## src/rtl/conv_window_buf.sv

```systemverilog
// conv_window_buf
// Streaming sliding-window line buffer. Pixels arrive in raster order, all
// channels in parallel, one per valid/ready handshake. A shift chain spanning
// (K-1) full rows plus K pixels exposes every element of a KxK window as a fixed
// tap. A window is registered on the output only when the accepted pixel
// completes a legal (stride-aligned) window position.

module conv_window_buf #(
    parameter int datatype_size = 8,
    parameter int channels      = 1,
    parameter int img_width     = 28,
    parameter int img_height    = 28,
    parameter int kernel_dim    = 3,
    parameter int stride        = 1
) (
    input  logic                                                    clk,
    input  logic                                                    rst,
    input  logic                                                    i_valid,
    output logic                                                    o_ready,
    input  logic [channels*datatype_size-1:0]                       i_data,
    output logic                                                    o_valid,
    input  logic                                                    i_ready,
    output logic [kernel_dim*kernel_dim*channels*datatype_size-1:0] o_data,
    output logic                                                    o_last
);

    localparam int PIX_W = channels * datatype_size;
    localparam int K     = kernel_dim;
    localparam int W     = img_width;
    localparam int H     = img_height;
    localparam int L     = W * (K - 1) + K;
    localparam int WIN_W = K * K * PIX_W;
    localparam int COL_W = (W > 1) ? $clog2(W) : 1;
    localparam int ROW_W = (H > 1) ? $clog2(H) : 1;
    localparam int PH_W  = (stride > 1) ? $clog2(stride) : 1;

    // Position of the final window of a frame. When (H-K) is a multiple of the
    // stride the last legal row is H-1; deriving it from the stride keeps
    // exactly one o_last per frame for every legal geometry.
    localparam int LAST_COL = K - 1 + stride * ((W - K) / stride);
    localparam int LAST_ROW = K - 1 + stride * ((H - K) / stride);

    typedef enum logic {
        FILL   = 1'b0,
        STREAM = 1'b1
    } state_t;

    state_t                state_reg;
    logic                  acc;
    logic [PIX_W-1:0]      shift_reg  [L];
    logic [PIX_W-1:0]      shift_next [L];
    logic [WIN_W-1:0]      taps;

    logic [COL_W-1:0]      col_reg, col_next;
    logic [ROW_W-1:0]      row_reg, row_next;
    logic [PH_W-1:0]       col_ph_reg, col_ph_next, col_ph_step;
    logic [PH_W-1:0]       row_ph_reg, row_ph_next, row_ph_step;
    logic                  col_end, row_end;
    logic                  col_past_fill, row_past_fill;
    logic                  win_legal, win_last;

    logic                  o_valid_reg;
    logic                  o_last_reg;
    logic [WIN_W-1:0]      o_data_reg;

    // A pixel can be taken whenever the output slot is empty or being drained.
    assign o_ready = !o_valid_reg || i_ready;
    assign acc     = i_valid && o_ready;

    assign o_valid = o_valid_reg;
    assign o_last  = o_last_reg;
    assign o_data  = o_data_reg;

    // Post-shift view of the chain: entry 0 is the pixel being accepted, so the
    // window captured on this edge already includes it.
    genvar gi, gj;
    generate
        for (gi = 0; gi < L; gi++) begin : g_shift_next
            if (gi == 0) begin : g_head
                assign shift_next[gi] = i_data;
            end else begin : g_body
                assign shift_next[gi] = shift_reg[gi-1];
            end
        end

        // Window element (r,c) sits (K-1-r) rows and (K-1-c) pixels behind the newest pixel.
        for (gi = 0; gi < K; gi++) begin : g_tap_row
            for (gj = 0; gj < K; gj++) begin : g_tap_col
                assign taps[(gi*K+gj)*PIX_W +: PIX_W] = shift_next[(K-1-gi)*W + (K-1-gj)];
            end
        end
    endgenerate

    // Shift chain advances by one entry per accepted pixel and holds otherwise.
    always_ff @(posedge clk or posedge rst) begin
        if (rst) begin
            for (int j = 0; j < L; j++) begin
                shift_reg[j] <= '0;
            end
        end else if (acc) begin
            for (int j = 0; j < L; j++) begin
                shift_reg[j] <= shift_next[j];
            end
        end
    end

    assign col_end       = (col_reg == COL_W'(W - 1));
    assign row_end       = (row_reg == ROW_W'(H - 1));
    assign col_past_fill = (col_reg >= COL_W'(K - 1));
    assign row_past_fill = (row_reg >= ROW_W'(K - 1));

    // Stride phases count modulo stride from the first full-window column/row,
    // so a phase of zero marks a stride-aligned position without a divider.
    assign col_ph_step = (col_ph_reg == PH_W'(stride - 1)) ? '0 : col_ph_reg + 1'b1;
    assign row_ph_step = (row_ph_reg == PH_W'(stride - 1)) ? '0 : row_ph_reg + 1'b1;

    // Next raster position and stride phases after the current pixel is accepted.
    always_comb begin
        col_next    = col_reg + 1'b1;
        row_next    = row_reg;
        col_ph_next = col_ph_reg;
        row_ph_next = row_ph_reg;
        if (col_end) begin
            col_next    = '0;
            col_ph_next = '0;
            if (row_end) begin
                row_next    = '0;
                row_ph_next = '0;
            end else begin
                row_next = row_reg + 1'b1;
                if (row_past_fill) begin
                    row_ph_next = row_ph_step;
                end
            end
        end else if (col_past_fill) begin
            col_ph_next = col_ph_step;
        end
    end

    // Position counters track the pixel currently offered for acceptance.
    always_ff @(posedge clk or posedge rst) begin
        if (rst) begin
            col_reg    <= '0;
            row_reg    <= '0;
            col_ph_reg <= '0;
            row_ph_reg <= '0;
        end else if (acc) begin
            col_reg    <= col_next;
            row_reg    <= row_next;
            col_ph_reg <= col_ph_next;
            row_ph_reg <= row_ph_next;
        end
    end

    // STREAM is entered exactly when the row counter reaches K-1, so it doubles
    // as the vertical fill gate; stale storage from a previous frame is never emitted.
    assign win_legal = (state_reg == STREAM) && col_past_fill &&
                       (col_ph_reg == '0) && (row_ph_reg == '0);
    assign win_last  = (row_reg == ROW_W'(LAST_ROW)) && (col_reg == COL_W'(LAST_COL));

    // Fill/stream sequencing and the registered window output slot.
    always_ff @(posedge clk or posedge rst) begin
        if (rst) begin
            state_reg   <= FILL;
            o_valid_reg <= 1'b0;
            o_last_reg  <= 1'b0;
            o_data_reg  <= '0;
        end else begin
            if (acc) begin
                case (state_reg)
                    FILL: begin
                        if (col_end && row_reg == ROW_W'(K - 2)) begin
                            state_reg <= STREAM;
                        end
                    end
                    STREAM: begin
                        if (col_end && row_end) begin
                            state_reg <= FILL;
                        end
                    end
                endcase
            end

            if (acc && win_legal) begin
                o_data_reg  <= taps;
                o_valid_reg <= 1'b1;
                o_last_reg  <= win_last;
            end else if (i_ready) begin
                o_valid_reg <= 1'b0;
                o_last_reg  <= 1'b0;
            end
        end
    end

endmodule

```

## config.mk

```make
export PLATFORM = sky130hd
export DESIGN_NAME = conv_window_buf
export DESIGN_NICKNAME = d
export VERILOG_FILES = /design/src/rtl/conv_window_buf.sv
export SDC_FILE = /design/constraint.sdc
export NUM_CORES = 1
export LEC_CHECK = 0
export CAP_MARGIN = 40
export CORE_MARGIN = 4
export CORE_UTILIZATION = 50
export DETAILED_ROUTE_END_ITERATION = 16
export PLACE_DENSITY = 0.78
export SLEW_MARGIN = 20
export SYNTH_ARGS = -nofsm -noshare
export SYNTH_HDL_FRONTEND = slang
export SYNTH_SLANG_ARGS = --single-unit
```

## constraint.sdc

```tcl
create_clock -name clk -period 21.6 [get_ports clk]
set_clock_uncertainty 0.1 [all_clocks]
set_input_delay 3.24 -clock clk [delete_from_list [all_inputs] [get_ports clk]]
set_output_delay 3.24 -clock clk [all_outputs]
set_load 0.01 [all_outputs]
```

Yosys cells after proc, flatten, opt, wreduce, memory -nomap -nowiden:

Cells that the tools add are included.

* register bits: 551
* latch bits: 0
* memory bits (writable): 0
* memory bits (read-only): 0
* bits of input ports: 12
* output and inout bits: 75
* word-level logic and storage cells: 107
* memories: 0

* add/sub/neg operators: 4
* multiply operators: 0
* div/mod/pow operators: 0
* $lt $le $gt $ge: 2
* equal/unequal tests: 3
* shift-type cells: 0
* multiplexer cells: 14
* bitwise operators: 3
* reductions and logical operators: 15

Operators with widths (count)
* $mux 1: 11
* $add 5x1->5 const B: 2
* $eq 5x5->1 const B: 2
* $ge 5x2->1 const B: 2
* $mux 5: 2
* $logic_and 1x1->1: 7
* $reduce_bool 2->1: 3
* $eq 5x1->1 const B: 1
* $reduce_and 2->1: 2
* $not 1->1: 3
* $reduce_and 3->1: 1
* $add 1x1->1 const B: 2
* $pmux 1 s2: 1
* $logic_not 1->1: 1
* $logic_or 1x1->1: 1

Depth between registers and ports, before layout:

* depth in word-level cells: 6
* gate-level depth with buffers: 7
* mapped depth without buffers: 5

Worst setup path after synthesis:

OpenSTA, ideal clock, no wires.

* path type: input-to-output
* start: input i_ready
* end: output o_ready
* arrival: 3439 ps
* required time: 18260 ps
* slack: 14821 ps
* cell stages on the path: 1
* path buffers: 0
* path through: nand2b_1

* cells in the longest elaborated chain, start to end: 1

Ends and longest elaborated chain
* from (decl): RTL line 22 `input logic i_ready,`
* $logic_or 1x1->1: RTL line 67 `assign o_ready = !o_valid_reg || i_ready;`
* to (decl): RTL line 19 `output logic o_ready,`

Every way passes these cells.

Final worst setup path:

Ends and elaborated chain as after synthesis.

==> out/qor.txt <==
DRC violation count after routing -> 0
Largest family of logic cells by synthesized area -> simple AND/OR/NAND/NOR gates
Min Hold Slack -> 0.3597 ns
Hold Path Depth -> 2
# H-tree levels -> 2
Worst Hold Class -> reg2reg
Drt total wl -> 38,400 um
MaxCap Viol Count -> 0
Mapped Cells -> 2,177
Worst r2r src -> o_valid
# hold bufs at CTS -> 0
Worst setup SP type -> input pin
Final hold vios -> 0
Largest register FFs -> 464
Post-synth EDFFs -> 0
Mapped Nets -> 2,193
Die width -> 212.0 um
Die H -> 212.0 um
Final setup viols -> 0
Synth cell types -> 28
Minimum clock period -> 7.921 ns
Num CTS Buffers -> 52
Post-Synth Adder-Cell Area -> 0.2405%
Via density -> 4.966
Setup Fix Bufs, Post-CTS -> 0
FP Rows -> 74
Sequential fraction of the synthesis area -> 66.01%
Max-slew violations -> 0
WP buf/inv -> 2
Max VDD drop -> 71.97 uV
Relative slew slack -> 38.40%
Critical Path RT -> 18.26 ns
Asr flop ratio synth -> 100.0%
R2r setup slk -> 17.99 ns
F_max -> 126.2 MHz
Mapped Avg Cell Area -> 9.560 um2
Area occupied by multi-input gates -> 0.006609 mm2
Initial Util -> 50.74%
Final ANT Viol Nets -> 0
Die area -> 0.04495 mm2
Pin count of the biggest net entering global routing -> 280
CTS resizes -> 0
Tot Pwr -> 2.260 mW
IO buf count -> 86
Crit Path Category -> in2out
First-pass GRT wire length -> 67,180 um
Post-route core utilization -> 58.79%
Wire per inst -> 13.71 um
Synth Area in Simple Gates -> 25.79%
DR pass1 iterations -> 4
Clock Pin Slew Worst Setup and Hold Paths -> 0.06 ns
Cell Area, Synth -> 0.02081 mm2
Routability cong. -> 0.7460
PD cells -> 93.73 mW/mm2
RSZ-0062 raised after global routing -> false
TritonCTS clock tree -> built
Share of cells above drive strength 1 -> 7.937%
Clk_lat worst skew -> 0.57 ns
Period utilisation layout -> 36.67%
Post-DP HPWL -> 21,340 um
Total gr overflow -> 0
Initial antenna violation count -> 0
Crit-path cells -> clkdlybuf4s50_1 -> nand2b_1 -> clkdlybuf4s50_1
Capture point of the worst reg-to-reg path -> shift_next[238]
CP max-delay cell -> clkdlybuf4s50_1
Setup crit end kind -> output pin
Top FF cell, synth -> dfrtp_1
Mux cell area share after synthesis -> 5.188%
Layout Nets -> 2,246
R2r worst-path depth -> 10
Compound-cell area share of the yosys netlist -> 0.4328%
Synth Warn # -> 0
# fillers -> 3,228
Max incr delay on CP -> 0.60 ns
Total Routing Usage GR -> 17.45%
Via Count -> 13,906
Min-delay src -> shift_next[306]
Top cell by count, worst path -> clkdlybuf4s50_1
Vias in the first global route -> 14,033
Crit path max-delay family -> buffers and inverters
Worst slew pin tran -> 0.9240 ns
Status -> finished, final reports clean
Clock buffer depth -> 3
Clk root buf -> clkbuf_16
FF/Latch Area -> 0.01374 mm2
Boundary Pins -> 87
Initial DRC Count -> 1,324
Crit path max fanout -> 5
CORE AREA -> 0.04102 mm2
N_diodes -> 0
CP arrival -> 4.58 ns
P&R area growth vs syn -> 15.86%
Sum of negative setup slack -> 0 ns
XOR/XNOR Fraction of Synth Area -> 0%
# clock sinks -> 549
End point of the worst hold path -> shift_next[298]
Yosys reg bits -> 549
Static leakage -> 13.36 nW
routing by layer:
metal	vias to the layer above	global-route usage (%)	wire, um
li1	6736	-	-
met1	6891	23.83	17010
met2	197	29.36	19350
met3	82	2.656	1152
met4	0	5.164	883
met5	-	0	0
report_power, final:
part	total [mW]	switching, mW	internal (mW)
registers	1.16	0.0496	1.11
logic	0.156	0.101	0.0558
clock network	0.946	0.376	0.570
worst reg2reg max path, cell delays in order (launching register included):
cell and delay (ns):
dfrtp_1 0.41, nand2b_1 0.23, and2_4 0.39, buf_12 0.30, buf_4 0.30, buf_16 0.31, buf_4 0.47, buf_4 0.47
buf_16 0.31, nand2_1 0.17, nand2_1 0.09
cells in the final DEF, fill, tap and decap left out, types with 2 or more instances in the layout:
cell / instances
inv_1: 3
nor2_1: 2
buf_4: 9
or3_1: 2
clkbuf_8: 12
nand2_1: 1399
a21o_1: 2
buf_16: 8
clkbuf_16: 54
nand3_1: 3
nand4_1: 2
nor2b_1: 2
a31oi_1: 2
ha_1: 4
mux2_4: 60
clkinv_2: 4
and4b_1: 2
dfrtp_1: 549
bufinv_16: 6
clkbuf_1: 15
clkdlybuf4s50_1: 86
buf_12: 7
mux2_2: 15
o21ai_0: 8
Yosys cell counts (2+ instances only):
master    instances  area share, %
mux2_4           60            4.3
dfrtp_1         549             66
nor2b_1           2          0.060
nand3_1           3          0.072
nor2_1            2          0.036
nand4_1           2          0.060
ha_1              4           0.24
mux2_2           15           0.81
o21ai_0           8           0.19
a21o_1            2          0.072
buf_2             2          0.048
or3_1             2          0.060
and4b_1           2          0.096
buf_1            14           0.25
nand2_1        1400             25
inv_1             4          0.072
buf_6             7           0.38
clkbuf_1         88            1.6
a31oi_1           2          0.060
kinds of logic after synthesis:
kind of cell             after synthesis
AND/OR/NAND/NOR                     1418
flip-flops                           549
buffers and inverters                115
multiplexers                          76
AO/OA/AOI/OAI                         15
adder cells (fa/ha/maj)                4
final cells by class:
class	instances	area share [%]
Inverter	4	0.09340
Sequential cell	549	56.97
Tap cell	532	2.760
Timing Repair Buffer	110	5.345
Multi-Input combinational cell	1513	27.41
Clock inverter	11	0.8977
Clock buffer	81	6.522
worst max path at each step:
stage	end	slack, ns	depth (start not counted)	from
global placement	o_ready	13.72	3	i_ready
floorplan	col_reg[0]	2.91	1	rst
global route	o_ready	13.61	3	i_ready
CTS	o_ready	13.68	3	i_ready
detailed placement	o_ready	13.73	3	i_ready
finish	o_ready	13.68	3	i_ready
metrics by stage:
step | setup slack (ns) | cells | cell area (um2)
floorplan | 2.911 | 2177 | 20810
global placement | 13.72 | 2695 | 22000
detailed placement | 13.73 | 2703 | 22200
CTS | 13.68 | 2795 | 23990
global route | 13.61 | 2800 | 24110
finish | 13.68 | 2800 | 24110
(Power assumes the default switching activity.)
